File: src/rtl/evt_scheduler.sv
// Multi-channel periodic event scheduler: per-channel evt_in counters feeding a round-robin valid/ready arbiter.
// Optional build macro EVT_SCHED_OVERRUN_EN adds sticky per-channel overrun flags.
module evt_scheduler #(
  parameter int NUM_CH = 4,
  parameter int WIDTH  = 32
) (
  input  logic                      clk_in,
  input  logic                      rst_n_in,
  input  logic                      evt_in,
  input  logic                      cfg_we_in,
  input  logic [$clog2(NUM_CH)-1:0] cfg_ch_in,
  input  logic [WIDTH-1:0]          cfg_period_in,
  input  logic                      cfg_en_in,
  output logic                      exp_valid_out,
  output logic [$clog2(NUM_CH)-1:0] exp_ch_out,
  input  logic                      exp_ready_in,
  output logic [NUM_CH-1:0]         pending_out,
  output logic [NUM_CH-1:0]         overrun_out
);

  // state    | meaning
  // ST_IDLE    | nothing presented, exp_valid_out=0
  // ST_PRESENT | expiry of ch_q presented, held until exp_ready_in
  localparam int CW = $clog2(NUM_CH);
  localparam logic [WIDTH-1:0] ONE = 1;

  typedef enum logic {ST_IDLE, ST_PRESENT} state_t;

  state_t            state_q, state_d;
  logic [CW-1:0]     ch_q, ch_d;
  logic [CW-1:0]     ptr_q, ptr_d;
  logic [NUM_CH-1:0] pending_q, pending_d;
  logic [NUM_CH-1:0] en_q, en_d;
  logic [WIDTH-1:0]  period_q [NUM_CH];
  logic [WIDTH-1:0]  period_d [NUM_CH];
  logic [WIDTH-1:0]  count_q  [NUM_CH];
  logic [WIDTH-1:0]  count_d  [NUM_CH];

  logic              accept;
  logic [NUM_CH-1:0] acc_mask;
  logic [NUM_CH-1:0] expire;
  logic [NUM_CH-1:0] cfg_hit;
  logic [NUM_CH-1:0] pend_m;
  logic [CW-1:0]     eff_ptr;
  logic [CW-1:0]     sel;
  logic              found;
  int                idx;

  assign accept   = (state_q == ST_PRESENT) && exp_ready_in;
  assign acc_mask = accept ? (NUM_CH'(1) << ch_q) : '0;

  // Counters: the match is done one bit wider so count+1 never wraps onto period.
  always_comb begin
    en_d    = en_q;
    expire  = '0;
    cfg_hit = '0;
    for (int i = 0; i < NUM_CH; i++) begin
      period_d[i] = period_q[i];
      count_d[i]  = count_q[i];
      if (cfg_we_in && (cfg_ch_in == CW'(i))) begin
        cfg_hit[i]  = 1'b1;
        period_d[i] = cfg_period_in;
        en_d[i]     = cfg_en_in;
        count_d[i]  = '0;
      end else if (evt_in && en_q[i] && (period_q[i] != '0)) begin
        if (({1'b0, count_q[i]} + {1'b0, ONE}) == {1'b0, period_q[i]}) begin
          count_d[i] = '0;
          expire[i]  = 1'b1;
        end else begin
          count_d[i] = count_q[i] + ONE;
        end
      end
    end
    pending_d = (pending_q & ~acc_mask) | expire;
  end

  // Arbiter: search starts just past the channel being accepted this cycle.
  always_comb begin
    pend_m  = pending_q & ~acc_mask;
    eff_ptr = ptr_q;
    if (accept) begin
      eff_ptr = (ch_q == CW'(NUM_CH - 1)) ? '0 : ch_q + CW'(1);
    end
    found = 1'b0;
    sel   = '0;
    idx   = 0;
    for (int k = 0; k < NUM_CH; k++) begin
      idx = int'(eff_ptr) + k;
      if (idx >= NUM_CH) idx = idx - NUM_CH;
      if (!found && pend_m[idx]) begin
        found = 1'b1;
        sel   = CW'(idx);
      end
    end
    state_d = state_q;
    ch_d    = ch_q;
    ptr_d   = accept ? eff_ptr : ptr_q;
    if ((state_q == ST_IDLE) || exp_ready_in) begin
      if (found) begin
        state_d = ST_PRESENT;
        ch_d    = sel;
      end else begin
        state_d = ST_IDLE;
      end
    end
  end

  always_ff @(posedge clk_in or negedge rst_n_in) begin
    if (!rst_n_in) begin
      state_q   <= ST_IDLE;
      ch_q      <= '0;
      ptr_q     <= '0;
      pending_q <= '0;
      en_q      <= '0;
      for (int i = 0; i < NUM_CH; i++) begin
        period_q[i] <= '0;
        count_q[i]  <= '0;
      end
    end else begin
      state_q   <= state_d;
      ch_q      <= ch_d;
      ptr_q     <= ptr_d;
      pending_q <= pending_d;
      en_q      <= en_d;
      for (int i = 0; i < NUM_CH; i++) begin
        period_q[i] <= period_d[i];
        count_q[i]  <= count_d[i];
      end
    end
  end

`ifdef EVT_SCHED_OVERRUN_EN
  logic [NUM_CH-1:0] overrun_q, overrun_d;

  // expire is already suppressed on a cfg write, so clear and set never collide.
  always_comb begin
    overrun_d = (overrun_q & ~cfg_hit) | (expire & pending_q & ~acc_mask);
  end

  always_ff @(posedge clk_in or negedge rst_n_in) begin
    if (!rst_n_in) begin
      overrun_q <= '0;
    end else begin
      overrun_q <= overrun_d;
    end
  end

  assign overrun_out = overrun_q;
`else
  logic unused_cfg_hit;
  assign unused_cfg_hit = ^cfg_hit;
  assign overrun_out    = '0;
`endif

  assign exp_valid_out = (state_q == ST_PRESENT);
  assign exp_ch_out    = ch_q;
  assign pending_out   = pending_q;

endmodule
File: config.mk
export PLATFORM = sky130hd
export DESIGN_NAME = evt_scheduler
export DESIGN_NICKNAME = d
export VERILOG_FILES = /design/src/rtl/evt_scheduler.sv
export SDC_FILE = /design/constraint.sdc
export NUM_CORES = 1
export LEC_CHECK = 0
export ABC_AREA = 1
export CAP_MARGIN = 25
export CORE_UTILIZATION = 62
export CTS_CLUSTER_DIAMETER = 120
export DETAILED_ROUTE_END_ITERATION = 16
export HOLD_SLACK_MARGIN = 0.15
export PLACE_DENSITY = 0.92
export SLEW_MARGIN = 20
export SYNTH_ARGS = -nofsm -noshare
export SYNTH_HDL_FRONTEND = slang
export SYNTH_SLANG_ARGS = --single-unit
File: constraint.sdc
create_clock -name clk_in -period 6.2 [get_ports clk_in]
set_input_delay 1.24 -clock clk_in [delete_from_list [all_inputs] [get_ports clk_in]]
set_output_delay 1.24 -clock clk_in [all_outputs]
set_load 0.01 [all_outputs]
; ---- Word level (Yosys, flattened, before mapping)
; Index checks and enable logic that the tools add are counted.
[op_classes]
mux = 52
mul = 0
reduce_logical = 30
n_shift = 1
n_eq_ne = 8
order_cmp = 8
div_mod_pow = 0
bitwise = 4
n_addsub = 16
[ops]
columns = cell, count
row1 = two-way mux 32 bit, 16
row2 = "adder 32 x 1 -> 33 bit, second input constant", 4
row3 = equality test 33 x 32 -> 1 bit, 4
row4 = "adder 32 x 1 -> 32 bit, second input constant", 4
row5 = "< comparator 32 x 4 -> 1 bit, second input constant", 4
row6 = nonzero test 32 bit, 4
row7 = two-way mux 1 bit, 25
row8 = logical AND 1 bit, 16
row9 = two-way mux 2 bit, 6
row10 = "subtractor 3 x 3 -> 4 bit, second input constant", 3
row11 = ">= comparator 3 bit, second input constant", 3
row12 = binary-select mux 1 bit (select 2 bit), 4
row13 = nonzero test 2 bit, 4
row14 = "adder 2 x 2 -> 3 bit, second input constant", 2
row15 = "equality test 2 bit, second input constant", 3
row16 = bitwise AND 4 bit, 1
row17 = two-way mux 4 bit, 1
row18 = NOT 4 bit, 1
row19 = bitwise OR 4 bit, 1
row20 = "left shift 1 x 2 -> 4 bit, first input constant", 1
row21 = "subtractor 2 x 3 -> 4 bit, second input constant", 1
row22 = "adder 2 x 1 -> 3 bit, second input constant", 1
row23 = ">= comparator 2 x 3 -> 1 bit, second input constant", 1
row24 = zero test 1 bit, 3
row25 = 6 further kinds, 6
[word_totals]
output_inout_bits = 11
mem_count = 0
word_cells = 135
inputBits = 40
ff_bits = 269
latch_bits = 0
ramBits = 0
mem_bits_ro = 0

; ---- Depth between registers and ports, before layout
[depth]
word_depth = 19
ltp_mapped = 17
ltp_nobuf = 17

; ---- Least setup slack after synthesis
; No wires, ideal clock.
[synth_timing]
kind = input to register
startpoint = input exp_ready_in
endpoint = register ch_q[0] (netlist: exp_ch_out[0])
setup_slack_ns = 3.490
n_path_buf = 0
setup_ns = 0.117
required_time_ns = 6.083
stages = 12
t_arrival_ns = 2.592
path_cell_list = nand2_1 -> inv_1 -> nand2_1 -> nand2_1 -> xnor2_1 -> o21ai_0 -> nand3_1 -> nor2_1 -> nor2_1 -> inv_1 -> nand2_1 -> nand2_1
[synth_via]
elab_chain_len = 18
[synth_lines]
columns = item, line
row1 = from (decl), 16  ; input logic exp_ready_in,
row2 = branches (longest 18 deep; another with subtractor 3 x 3 -> 4 bit), n/a
row3 = to (signal assigned), 121  ; ch_q <= ch_d;
row4 = to (decl), 30  ; logic [CW-1:0] ch_q, ch_d;
; Parallel ways; which one is timed is not known. The select of a mux whose other input is x is not followed.
; A chain may end at the register's enable or synchronous reset.

; ---- Worst setup path after layout
[layout_timing]
startpoint = input cfg_ch_in[1]
endpoint = register count_q[49] (netlist name)
[layout_via]
elab_chain_len = 3
[layout_lines]
columns = item, line
row1 = from (decl), 11  ; input logic [$clog2(NUM_CH)-1:0] cfg_ch_in,
row2 = equality test 2 bit *, 60  ; if (cfg_we_in && (cfg_ch_in == CW'(i))) begin
row3 = logical AND 1 bit *, 60
row4 = two-way mux 32 bit / nonzero test 2 bit (equally long branches), n/a
row5 = "to (signal, indexed assignment)", 127  ; count_q[i] <= count_d[i];
row6 = to (decl), 36  ; logic [WIDTH-1:0] count_q [NUM_CH];
; Every way passes the cells marked *; elsewhere a longest branch is shown, timed or not.

==> metrics.cfg <==
[outcome]
outcome=completed

[job]
max_cap_violations=0

[sta]
fin_crit_sh=0.567
clock_skew_ns=0.0374
fin_crit_ns=3.51
rsz0062_at_grt=no
fmax_ghz=0.285
layout_setup_ws_ns=2.69
hold_viol=0
tns_ns=0
relSlewSlack=0.352
setup_viol=0
drv_slew=0
holdWs_ns=0.490
tightest_slew_ns=0.972

[floorplan]
dieHeight_um=172
core_um2=28100
die_w_um=172
std_cell_rows=61
die_area_um2=29500
pin_count=51
start_util=0.636

[drt]
drt_pass1_iterations=6
via_per_inst=5.65
ant_nets=0
routedWlPerCell_um=16.6
drt_wl_total_um=54000
drc=0
drtIter0Drc=2250
vias=18400

[yosys]
synth_area_um2=17900
async_flop_share=1.00
synth_compound_area_frac=0.0536
synthMuxAreaShare=0
yosys_warnings=0
synthAdderAreaFrac=0.00560
syn_avg_cell_area_um2=6.32
synth_xor_area_frac=0.0316
synth_top_family_by_area=simple AND/OR/NAND/NOR gates
synth_edf_count=0
synth-simple-area-share=0.453
yosysSeqAreaShare=0.377
synthFlopType=dfrtp_1
syn_inst=2828
ys_types=33
synth_seq_cells=269

[critical_path]
ff2ff_path_depth=16
critical_path_class=in -> reg
critPathMaxFanout=37
r2r_slack_ns=2.89
cp-start-kind=input pin
crit_arrival_ns=3.99
r2r-end=count_q[80]
rr_startpoint=count_q[64]
end_kind=register
critPathRequiredTime_ns=6.67

[hold_path]
min_path_cells=2
hold_path.startpoint=en_q[3]
min_to=en_q[3]
min_path_type=reg -> reg

[global_routing]
grt_pass1_wl_um=87400
track_usage=0.379
antenna_found_initial=0
grt_pass1_vias=17200
overflow=0
grt_max_degree=163

[power_and_ir_drop]
p_leak_nw=9.52
power.total_mw=5.12
power_density_nw_per_um2=260
ir_worst_vdd_uv=251

[placement]
gp_congestion=0.987
dpl.hpwl_um=38200
pre_cts_ws_ns=2.17
io_buffers=46
place_area_um2=18600

[clocking]
clk_latency_ns=0.59
htreeDepth=1
hold_buffers=0
cts_buffer_depth=3
postCtsSetupBuffers=0
cts.repair.resized=0
numCtsBuffers=30
root_buffer=clkbuf_16
cts_tree=built
cts_sinks=269
clk_pin_slew_ns=0.07

[final_layout]
finalInstanceArea_um2=19700
syn_to_final_growth_pct=10.4
antenna_cells=0
drive_gt1_frac=0.0486
nets=2902

==> cell usage after synthesis (20+ instances only) <==
cell	number	area, um2
nand4_1	20	125
nor2_2	24	150
nand2_1	1289	4840
xor2_1	21	184
o21ai_0	141	706
inv_1	277	1040
clkbuf_1	50	188
a21oi_1	36	180
nor2_1	348	1310
nand3b_1	32	240
dfrtp_1	269	6730
nand3_1	187	936
nor4_1	25	156
==> report_power, final <==
part	switching, mW	internal, mW
clock	0.828	1.13
combinational	0.633	0.360
sequential	0.228	1.94
==> placed cells by master, fill, tap and decap left out, types with 3 or more instances in the layout <==
cell type / synthesis / routed
nand2_1: 1289 / 1288
nor2_1: 348 / 345
inv_1: 277 / 277
dfrtp_1: 269 / 269
nand3_1: 187 / 187
o21ai_0: 141 / 141
clkdlybuf4s50_1: 0 / 45
a21oi_1: 36 / 36
nand3b_1: 32 / 32
clkbuf_16: 0 / 30
nor2_2: 24 / 27
nor4_1: 25 / 25
xor2_1: 21 / 21
nand4_1: 20 / 20
nor2_4: 14 / 14
nand2_2: 12 / 13
buf_4: 4 / 11
xnor2_1: 9 / 9
ha_1: 8 / 8
xor3_1: 7 / 7
inv_2: 6 / 6
xnor3_1: 6 / 6
o21bai_1: 6 / 6
clkinv_4: 0 / 6
nand3_2: 5 / 5
bufinv_16: 0 / 5
inv_6: 0 / 5
and2_1: 4 / 4
nor3_2: 0 / 4
conb_1: 1 / 4
o21ai_1: 3 / 3
clkinvlp_4: 0 / 3
==> logic make-up after synthesis <==
group                      after synthesis
buffers and inverters                  352
xor gates and xnor gates                43
DFF                                    269
and+or+nand+nor                       1967
AOI/OAI and AO/OA                      188
adders and majority gates                8
other                                    1
==> metrics by stage <==
step / instances / util
6_report: 3256 / 0.702
2_1_floorplan: 2831 / -
3_3_place_gp: 3199 / 0.663
4_1_cts: 3255 / 0.702
3_5_place_dp: 3199 / 0.663
5_1_grt: 3256 / 0.702
==> critical path, stage by stage <==
cell             delay [ns]
clkdlybuf4s50_1        0.53
inv_1                  0.09
nor3_2                 0.15
buf_4                  0.34
clkinv_1               0.71
nand2_1                0.25
buf_4                  0.40
nor2_1                 0.09
nand2_1                0.08
nand2_1                0.08
==> flip-flops by register name, summed over array words and instances (netlist names) <==
signal	count
count_q	128
period_q	128
en_q	4
pending_out	4
exp_ch_out	2
ptr_q	2
exp_valid_out	1
==> how the worst max path moves through the flow <==
stage | from | to | depth (start not counted)
6_report | cfg_ch_in[1] | count_q[49] | 10
5_1_grt | cfg_ch_in[1] | count_q[49] | 10
4_1_cts | cfg_ch_in[1] | count_q[49] | 10
3_5_place_dp | cfg_ch_in[1] | count_q[49] | 10
3_3_place_gp | cfg_ch_in[1] | count_q[16] | 9
2_1_floorplan | exp_ready_in | exp_ch_out[0] | 12
==> layout make-up <==
| type | instances | area, um2 |
|---|---|---|
| clock buffer | 32 | 768 |
| clock inverter | 24 | 323 |
| fill | 2329 | 8370 |
| inverter | 284 | 1070 |
| multi-input combinational | 2210 | 9780 |
| sequential | 269 | 6730 |
| tap | 378 | 473 |
| timing repair buffer | 59 | 583 |
==> layer usage <==
metal	GRT usage	wire, um
met2	0.584	23600
met3	0.0679	5740
met5	0	0
met4	0.187	2880
met1	0.514	21800
Power figures use the tool's default switching activity.
